## src/rtl/i2c_target_pkg.sv

```systemverilog
`default_nettype none
// ============================================================================
// Module      : i2c_target_pkg
// Description : Shared types and constants for the I2C target responder:
//               FSM state encoding, ACK/NACK bus levels and bit-counter width.
// Revision    : 1.0 - initial release
// ============================================================================
package i2c_target_pkg;

    // State encoding kept as plain sized constants for legacy tool flows.
    typedef logic [2:0] i2c_target_state_t;

    localparam i2c_target_state_t c_st_idle     = 3'd0;
    localparam i2c_target_state_t c_st_addr     = 3'd1;
    localparam i2c_target_state_t c_st_addr_ack = 3'd2;
    localparam i2c_target_state_t c_st_wr_data  = 3'd3;
    localparam i2c_target_state_t c_st_wr_ack   = 3'd4;
    localparam i2c_target_state_t c_st_rd_data  = 3'd5;
    localparam i2c_target_state_t c_st_rd_ack   = 3'd6;
    localparam i2c_target_state_t c_st_wait_evt = 3'd7;

    // Bus level of the 9th bit.
    localparam logic c_ack  = 1'b0;
    localparam logic c_nack = 1'b1;

    // Counts bit positions 0..7 within a byte.
    localparam int c_bit_cnt_w = 4;

endpackage : i2c_target_pkg
`default_nettype wire

```

## src/rtl/i2c_line_sync.sv

```systemverilog
`default_nettype none
// ============================================================================
// Module      : i2c_line_sync
// Description : Synchronises the resolved SCL/SDA bus wires into the system
//               clock domain and derives single-cycle line events.
//   clk_i        system clock
//   rst_n_i      asynchronous active-low reset (synchronisers reset to 1)
//   scl_i/sda_i  raw bus wires
//   sda_o        synchronised SDA level (bit value at SCL rise)
//   scl_rise_o   SCL 0->1 pulse
//   scl_fall_o   SCL 1->0 pulse
//   start_o      SDA 1->0 while SCL high
//   stop_o       SDA 0->1 while SCL high
// Revision    : 1.0 - initial release
// ============================================================================
module i2c_line_sync #(
    parameter int SYNC_STAGES = 2
) (
    input  logic clk_i,
    input  logic rst_n_i,
    input  logic scl_i,
    input  logic sda_i,
    output logic sda_o,
    output logic scl_rise_o,
    output logic scl_fall_o,
    output logic start_o,
    output logic stop_o
);

    logic [SYNC_STAGES-1:0] r_scl_sync;
    logic [SYNC_STAGES-1:0] r_sda_sync;
    logic                   r_scl_d;
    logic                   r_sda_d;
    logic                   w_scl;
    logic                   w_sda;

    always_ff @(posedge clk_i or negedge rst_n_i) begin
        if (!rst_n_i) begin
            r_scl_sync <= '1;
            r_sda_sync <= '1;
            r_scl_d    <= 1'b1;
            r_sda_d    <= 1'b1;
        end else begin
            r_scl_sync <= {r_scl_sync[SYNC_STAGES-2:0], scl_i};
            r_sda_sync <= {r_sda_sync[SYNC_STAGES-2:0], sda_i};
            r_scl_d    <= w_scl;
            r_sda_d    <= w_sda;
        end
    end

    assign w_scl = r_scl_sync[SYNC_STAGES-1];
    assign w_sda = r_sda_sync[SYNC_STAGES-1];

    assign sda_o      = w_sda;
    assign scl_rise_o = w_scl & ~r_scl_d;
    assign scl_fall_o = ~w_scl & r_scl_d;
    // SCL must be high on both samples so that an SDA change racing an SCL
    // edge is never mistaken for a START/STOP.
    assign start_o    = w_scl & r_scl_d & r_sda_d & ~w_sda;
    assign stop_o     = w_scl & r_scl_d & ~r_sda_d & w_sda;

endmodule : i2c_line_sync
`default_nettype wire

```

## src/rtl/i2c_target_responder.sv

```systemverilog
`default_nettype none
// ============================================================================
// Module      : i2c_target_responder
// Description : I2C target with a fixed 7-bit address backed by an
//               auto-incrementing byte register file (EEPROM-style pointer:
//               first write byte loads the pointer, later bytes are stored).
//   clk_i/rst_n_i   system clock, asynchronous active-low reset
//   scl_i/sda_i     resolved bus wires
//   sda_oe_o        1 = pull SDA low
//   busy_o          addressed and transaction in progress
//   wr_strobe_o     one-cycle pulse per stored byte, with wr_addr_o/wr_data_o
//   start_det_o     one-cycle pulse per START / repeated START
//   stop_det_o      one-cycle pulse per STOP
// Revision    : 1.0 - initial release
// ============================================================================
module i2c_target_responder
    import i2c_target_pkg::*;
#(
    parameter logic [6:0] TARGET_ADDR = 7'h22,
    parameter int         DEPTH       = 16,
    parameter int         SYNC_STAGES = 2
) (
    input  logic                     clk_i,
    input  logic                     rst_n_i,
    input  logic                     scl_i,
    input  logic                     sda_i,
    output logic                     sda_oe_o,
    output logic                     busy_o,
    output logic                     wr_strobe_o,
    output logic [$clog2(DEPTH)-1:0] wr_addr_o,
    output logic [7:0]               wr_data_o,
    output logic                     start_det_o,
    output logic                     stop_det_o
);

    localparam int                 c_ptr_w   = $clog2(DEPTH);
    localparam logic [c_ptr_w-1:0] c_ptr_one = c_ptr_w'(1);

    logic w_sda;
    logic w_scl_rise;
    logic w_scl_fall;
    logic w_start;
    logic w_stop;

    i2c_line_sync #(
        .SYNC_STAGES (SYNC_STAGES)
    ) u_line_sync (
        .clk_i      (clk_i),
        .rst_n_i    (rst_n_i),
        .scl_i      (scl_i),
        .sda_i      (sda_i),
        .sda_o      (w_sda),
        .scl_rise_o (w_scl_rise),
        .scl_fall_o (w_scl_fall),
        .start_o    (w_start),
        .stop_o     (w_stop)
    );

    i2c_target_state_t        r_state;
    logic [c_bit_cnt_w-1:0]   r_bit_cnt;
    logic [6:0]               r_shift;
    logic                     r_rw;
    logic                     r_first;
    logic [c_ptr_w-1:0]       r_ptr;
    logic [7:0]               r_mem [DEPTH];

    logic [7:0]               w_byte;
    logic                     w_last_bit;
    logic [7:0]               w_rd_byte;
    logic [2:0]               w_rd_idx;

    // Byte as it stands once the current SCL-rise bit is shifted in.
    assign w_byte     = {r_shift, w_sda};
    assign w_last_bit = (r_bit_cnt == c_bit_cnt_w'(7));
    assign w_rd_byte  = r_mem[r_ptr];
    assign w_rd_idx   = 3'd7 - r_bit_cnt[2:0];

    always_ff @(posedge clk_i or negedge rst_n_i) begin
        if (!rst_n_i) begin
            r_state     <= c_st_idle;
            r_bit_cnt   <= '0;
            r_shift     <= '0;
            r_rw        <= 1'b0;
            r_first     <= 1'b0;
            r_ptr       <= '0;
            sda_oe_o    <= 1'b0;
            busy_o      <= 1'b0;
            wr_strobe_o <= 1'b0;
            wr_addr_o   <= '0;
            wr_data_o   <= '0;
            start_det_o <= 1'b0;
            stop_det_o  <= 1'b0;
            for (int i = 0; i < DEPTH; i++) begin
                r_mem[i] <= '0;
            end
        end else begin
            start_det_o <= w_start;
            stop_det_o  <= w_stop;
            wr_strobe_o <= 1'b0;

            if (w_stop) begin
                // Partial byte is dropped: no store, pointer untouched.
                r_state   <= c_st_idle;
                r_bit_cnt <= '0;
                sda_oe_o  <= 1'b0;
                busy_o    <= 1'b0;
            end else if (w_start) begin
                r_state   <= c_st_addr;
                r_bit_cnt <= '0;
                sda_oe_o  <= 1'b0;
                busy_o    <= 1'b0;
            end else if (w_scl_rise) begin
                case (r_state)
                    c_st_addr: begin
                        r_shift <= w_byte[6:0];
                        if (w_last_bit) begin
                            r_bit_cnt <= '0;
                            if (w_byte[7:1] == TARGET_ADDR) begin
                                r_state <= c_st_addr_ack;
                                r_rw    <= w_byte[0];
                                busy_o  <= 1'b1;
                            end else begin
                                r_state <= c_st_wait_evt;
                            end
                        end else begin
                            r_bit_cnt <= r_bit_cnt + 1'b1;
                        end
                    end
                    c_st_addr_ack: begin
                        r_bit_cnt <= '0;
                        if (r_rw) begin
                            r_state <= c_st_rd_data;
                        end else begin
                            r_state <= c_st_wr_data;
                            r_first <= 1'b1;
                        end
                    end
                    c_st_wr_data: begin
                        r_shift <= w_byte[6:0];
                        if (w_last_bit) begin
                            r_bit_cnt <= '0;
                            r_state   <= c_st_wr_ack;
                            if (r_first) begin
                                r_ptr   <= w_byte[c_ptr_w-1:0];
                                r_first <= 1'b0;
                            end else begin
                                r_mem[r_ptr] <= w_byte;
                                wr_strobe_o  <= 1'b1;
                                wr_addr_o    <= r_ptr;
                                wr_data_o    <= w_byte;
                                r_ptr        <= r_ptr + c_ptr_one;
                            end
                        end else begin
                            r_bit_cnt <= r_bit_cnt + 1'b1;
                        end
                    end
                    c_st_wr_ack: begin
                        r_state <= c_st_wr_data;
                    end
                    c_st_rd_data: begin
                        if (w_last_bit) begin
                            r_bit_cnt <= '0;
                            r_state   <= c_st_rd_ack;
                        end else begin
                            r_bit_cnt <= r_bit_cnt + 1'b1;
                        end
                    end
                    c_st_rd_ack: begin
                        // The byte was delivered whatever the answer.
                        r_ptr <= r_ptr + c_ptr_one;
                        if (w_sda == c_ack) begin
                            r_state <= c_st_rd_data;
                        end else begin
                            r_state <= c_st_wait_evt;
                            busy_o  <= 1'b0;
                        end
                    end
                    default: begin
                    end
                endcase
            end else if (w_scl_fall) begin
                case (r_state)
                    c_st_addr_ack,
                    c_st_wr_ack:  sda_oe_o <= 1'b1;
                    // The fall that ends an ACK phase directly presents the
                    // next read bit, so the ACK drive may simply continue.
                    c_st_rd_data: sda_oe_o <= ~w_rd_byte[w_rd_idx];
                    default:      sda_oe_o <= 1'b0;
                endcase
            end
        end
    end

endmodule : i2c_target_responder
`default_nettype wire

```

## config.mk

```make
export PLATFORM = sky130hd
export DESIGN_NAME = i2c_target_responder
export DESIGN_NICKNAME = d
export VERILOG_FILES = /design/src/rtl/i2c_target_pkg.sv /design/src/rtl/i2c_line_sync.sv /design/src/rtl/i2c_target_responder.sv
export SDC_FILE = /design/constraint.sdc
export NUM_CORES = 1
export LEC_CHECK = 0
export CAP_MARGIN = 5
export CORE_ASPECT_RATIO = 1.25
export CORE_MARGIN = 5
export CORE_UTILIZATION = 35
export DETAILED_ROUTE_END_ITERATION = 8
export GPL_ROUTABILITY_DRIVEN = 0
export GPL_TIMING_DRIVEN = 0
export PLACE_DENSITY_LB_ADDON = 0.08
export SYNTH_ARGS = -nofsm -noshare
export SYNTH_HDL_FRONTEND = slang
export SYNTH_SLANG_ARGS = --single-unit
export TNS_END_PERCENT = 30
```

## constraint.sdc

```tcl
create_clock -name clk_i -period 3.2 [get_ports clk_i]
set_input_delay 0.64 -clock clk_i [delete_from_list [all_inputs] [get_ports clk_i]]
set_output_delay 0.64 -clock clk_i [all_outputs]
set_load 0.03 [all_outputs]
```

======== Yosys cells after proc, flatten, opt, wreduce, memory -nomap -nowiden ========
Index checks and enable logic that the tools add are counted.
storage, ports and cells
  register bits after elaboration ......... 171
  input port bits ......................... 4
  logic and storage cells ................. 138
  output and inout bits ................... 17
operators by class
  add/subtract/negate cells ............... 3
  magnitude comparators ................... 3
  multiplexer cells ....................... 47
  reduce and logical (&&, ||, !) cells .... 20
  bitwise gates (word level) .............. 16
  equal/unequal tests ..................... 16
operators by type and width
  operator                                                                       count
  128-bit bitwise mux                                                            1
  8-bit binary-select mux with 4-bit select                                      1
  8-bit demux with 4-bit select                                                  1
  3-bit 2-to-1 mux                                                               8
  4-bit 2-to-1 mux                                                               6
  8-bit 2-to-1 mux                                                               3
  1-bit 2-to-1 mux                                                               19
  3-bit one-hot mux with 6 select lines                                          1
  6-bit AND reduction                                                            3
  4-bit inequality test (second input constant)                                  4
  4-bit one-hot mux with 2 select lines                                          2
  5-bit AND reduction                                                            3
  3-bit equality test (second input constant)                                    3
  4-bit by 1-bit adder with 4-bit output (second input constant)                 2
  1-bit inverter                                                                 8
  4-bit nonzero test                                                             2
  8-bit nonzero test                                                             1
  1-bit bitwise AND                                                              7
  7-bit by 6-bit equality test with 1-bit output (second input constant)         1
  3-bit by 2-bit equality test with 1-bit output (second input constant)         2
  1-bit one-hot mux with 2 select lines                                          3
  3-bit nonzero test                                                             2
  5-bit >= comparator (second input constant)                                    1
  5-bit by 1-bit less-than comparator with 1-bit output (second input constant)  1
  16 further kinds                                                               20

======== Logic depth before layout (Yosys ltp) ========
  word-level depth ........................ 12
  mapped depth ............................ 8

======== By module ========
A second synthesis with hierarchy kept.
second synthesis, totals
  cell total of the unflattened synthesis .. 625
  area, all modules ....................... 8,227.9 sq um
modules (own cells, without submodules)
  module                cells an instance  area an instance (sq um)  instances
  i2c_target_responder  615                8,037.7                   1
  i2c_line_sync         10                 190.2                     1

======== Worst setup path after synthesis ========
No wires, ideal clock.
  path kind ............................... flip-flop to flip-flop
  start ................................... register r_ptr[1]
  end ..................................... register r_mem[16] (netlist bit)
  slack ................................... 1,157 ps
  buffers on the path ..................... 4
  data arrival time ....................... 1,918 ps
  cell stages (with the launch flop) ...... 9
  cell sequence ........................... dfrtp_1 buf_2 buf_2 buf_2 inv_1 ha_1 and3_1 buf_2 mux2_2
on the way
  cells in the longest elaborated chain, start to end .. 6
RTL lines
  element                                                                                                             line                         text
  from (decl)                                                                                                         i2c_target_responder.sv:64   logic [c_ptr_w-1:0] r_ptr;
  from (signal assigned)                                                                                              i2c_target_responder.sv:144  r_ptr <= w_byte[c_ptr_w-1:0];
  from (signal assigned)                                                                                              i2c_target_responder.sv:151  r_ptr <= r_ptr + c_ptr_one;
  from (signal assigned)                                                                                              i2c_target_responder.sv:170  r_ptr <= r_ptr + c_ptr_one;
  4-bit inverter with 5-bit output (not written as such) (*)                                                          i2c_target_responder.sv:147  r_mem[r_ptr] <= w_byte;
  5-bit >= comparator (not written as such) or 5-bit by 1-bit less-than comparator with 1-bit output (tied branches)  i2c_target_responder.sv:147
  1-bit logical AND (not written as such)                                                                             i2c_target_responder.sv:147
  8-bit 2-to-1 mux (not written as such)                                                                              i2c_target_responder.sv:147
  8-bit demux with 4-bit select (*)                                                                                   i2c_target_responder.sv:147
  128-bit bitwise mux (*)                                                                                             i2c_target_responder.sv:147
  to (signal, indexed assignment)                                                                                     i2c_target_responder.sv:147
  to (decl)                                                                                                           i2c_target_responder.sv:65   logic [7:0] r_mem [DEPTH];
Mark *: on every way between the ends. The rest lies on a longest branch, timed or not.
A chain may end at the register's enable or synchronous reset.

======== Final worst setup path ========
  start ................................... register r_ptr[1]
  end ..................................... register r_mem[91] (netlist bit)
Same word-level chain as after synthesis.

==> impl_metrics.ini <==
[run_status]
status = finished, final reports clean

[clocking]
clkSlewWorstSetupHoldPaths_ns = 0.07
hold_buffers = 0
cts_buffer_depth = 2
insertion_delay_ns = 0.43
cts-root-buf = clkbuf_16
post_cts.repair.setup_buffers = 0
htreeDepth = 4
cts_tree = yes
cts.sinks = 171
cts-resized-gates = 0
cts_made_buffers = 17

[critical_path]
critPathKind = flop to flop
start_kind = flop
cp_data_required_time_ns = 3.50
timing.rr.start = r_ptr[1]$_DFFE_PN0P_
ff2ff_setup_slack_ns = 0.42
crit_chain = buf_2 -> buf_2 -> buf_2 -> inv_1 -> ha_1 -> nand3_1 -> mux2_2
timing.rr.end = r_mem[91]$_DFFE_PN0P_
crit_path_frequent_cell = buf_2
path_max_fanout = 10
crit_path_end_kind = flop
r2r_cells = 7
critPathMaxStageDelay_ns = 0.45
slowest_stage = nand3_1
path_delay_family = buffers and inverters
worst_ep_arrival_time_ns = 3.08
path_buf_inv = 4

[synthesis]
synth-edff-count = 0
yosys.area.top_type = dfrtp_1
synth_common_cells = dfrtp_1, mux2_2, clkbuf_1, mux4_2, nand2_1
ys_top_cells_by_area = dfrtp_1, mux2_2, mux4_2
ys_seq_elements = 171
syn_avg_cell_area_sq_um = 14.4
yosys_warnings = 0
ys_seq_area_frac = 0.533
synth_nets = 566
syn_area_sq_um = 8040
synthDistinctLibCells = 51
async_flop_share = 1.00
netlist.area_leader.share = 0.514
post-synth-top-count-cell = dfrtp_1
ys.flop_type = dfrtp_1
netlist_instances = 557

[final_layout]
final_nets = 606
finalNonFillerCells = 898
final_layout_size_suffix_gt1_frac = 0.400
fin_area_sq_um = 9240
area_growth_pct = 15.0
n_antenna_cell = 0

[drt]
wl_per_cell_microns = 21.9
num_vias = 4686
drt_iter0_drc = 217
via_per_inst = 5.22
firstDrtPassIters = 4
ant_nets = 0
remaining_drc_errors = 0
wl_mm = 19.7

[pwr]
p_per_area_nw_per_um2 = 649
fin_total_pwr_mw = 6.00
leakage_nw = 4.31
peakVddDrop_mv = 0.377

[floorplan]
initial_core_util = 0.352
dieArea_sq_um = 26100
pin_count = 21
core_sq_um = 22800
die_x_microns = 146
dieHeight_microns = 179
num_rows = 62

[place]
dp.cells = 866
placed_area_sq_um = 8630
port_buffers = 20
place_worst_setup_slack_ns = 0.339
place.detailed.hpwl_mm = 13.8

[grt]
grt_pass1_vias = 5177
antenna_found_initial = 0
grt_pass1_wl_mm = 31.8
grt_overflow_total = 0
track_usage = 0.157
grt_max_degree = 120

[timing]
hold_ws_ns = 0.124
worst_pin_slew_ns = 0.831
final-setup-viol-count = 0
fin_crit_sh = 0.868
hold_viol = 0
relSlewSlack = 0.446
maxSlewViolCount = 0
timing.fmax_mhz = 360
fin_ws_ns = 0.423
fin_crit_ns = 2.78
rsz0062_at_grt = false
clock-skew-final_ns = 0.0135

[hold_path]
hp-class = primary input to asynchronous set/reset pin

[run]
cap_violations = 0
## worst max-delay path by stage
stage / from / endpoint / slack, ns / depth (start not counted)
2_1_floorplan: r_ptr[1]$_DFFE_PN0P_ / r_mem[16]$_DFFE_PN0P_ / 1.16 / 8
3_3_place_gp: rst_n_i / wr_data_o[6]$_DFFE_PN0P_ / -5.52 / 1
3_5_place_dp: r_ptr[1]$_DFFE_PN0P_ / r_mem[86]$_DFFE_PN0P_ / 0.34 / 7
4_1_cts: r_ptr[1]$_DFFE_PN0P_ / r_mem[86]$_DFFE_PN0P_ / 0.33 / 7
5_1_grt: r_ptr[1]$_DFFE_PN0P_ / r_mem[91]$_DFFE_PN0P_ / 0.21 / 7
6_report: r_ptr[1]$_DFFE_PN0P_ / r_mem[91]$_DFFE_PN0P_ / 0.42 / 7
## registers in the layout (all words and copies together) (netlist names)
signal                  flops
busy_o                      1
r_bit_cnt                   4
r_first                     1
r_mem                     128
r_ptr                       4
r_rw                        1
r_shift                     7
r_state                     3
sda_oe_o                    1
start_det_o                 1
stop_det_o                  1
u_line_sync.r_scl_d         1
u_line_sync.r_scl_sync      2
u_line_sync.r_sda_d         1
u_line_sync.r_sda_sync      2
wr_addr_o                   4
wr_data_o                   8
wr_strobe_o                 1
## layout by cell type (no fill, tap or decap), drive strengths merged, types with 5 or more instances in the layout
| cell type | netlist | routed |
|---|---|---|
| a21oi | 13 | 13 |
| a22oi | 7 | 7 |
| a31oi | 7 | 7 |
| and3 | 7 | 7 |
| buf | 19 | 21 |
| clkbuf | 25 | 43 |
| clkdlybuf4s50 | 0 | 19 |
| dfrtp | 165 | 165 |
| dfstp | 6 | 6 |
| ha | 5 | 5 |
| inv | 6 | 14 |
| mux2 | 150 | 150 |
| mux2i | 8 | 8 |
| mux4 | 32 | 32 |
| nand2 | 19 | 19 |
| nand3 | 19 | 19 |
| nor2 | 15 | 15 |
| nor2b | 7 | 7 |
| nor3 | 5 | 5 |
| o21ai | 10 | 10 |
| o31ai | 5 | 5 |
## per-stage QoR
step            util  setup TNS [ns]
4_1_cts        0.405               0
6_report       0.405               0
5_1_grt        0.405               0
2_1_floorplan      -               0
3_3_place_gp   0.377         -925.66
3_5_place_dp   0.378               0
## where the power goes
part	switching, mW	internal, mW
Sequential	0.0885	2.26
Clock	0.989	1.15
Combinational	1.02	0.502
## cell type report
cell class | count | area, sq um
Inverter | 6 | 22.5
Fill cell | 2140 | 13600
Clock buffer | 18 | 439
Clock inverter | 14 | 173
Buffer | 44 | 220
Timing Repair Buffer | 21 | 233
Sequential cell | 171 | 4290
Tap cell | 288 | 360
Multi-Input combinational cell | 336 | 3510
## cells by family after synthesis
group / Yosys count / synth area share
adder cells (fa/ha/maj): 5 / 0.00778
XOR/XNOR: 2 / 0.00218
AO/OA/AOI/OAI: 53 / 0.0431
buffers and inverters: 50 / 0.0302
AND/OR/NAND/NOR: 86 / 0.0699
multiplexers: 190 / 0.314
flip-flops: 171 / 0.533
## metal layers
metal	track usage	routed length, microns	up-vias
li1	-	-	2150
met1	0.197	8430	2483
met2	0.283	10700	39
met3	0.0262	327	14
met4	0.0381	214	0
met5	0	0	-
Power figures use the tool's default switching activity.
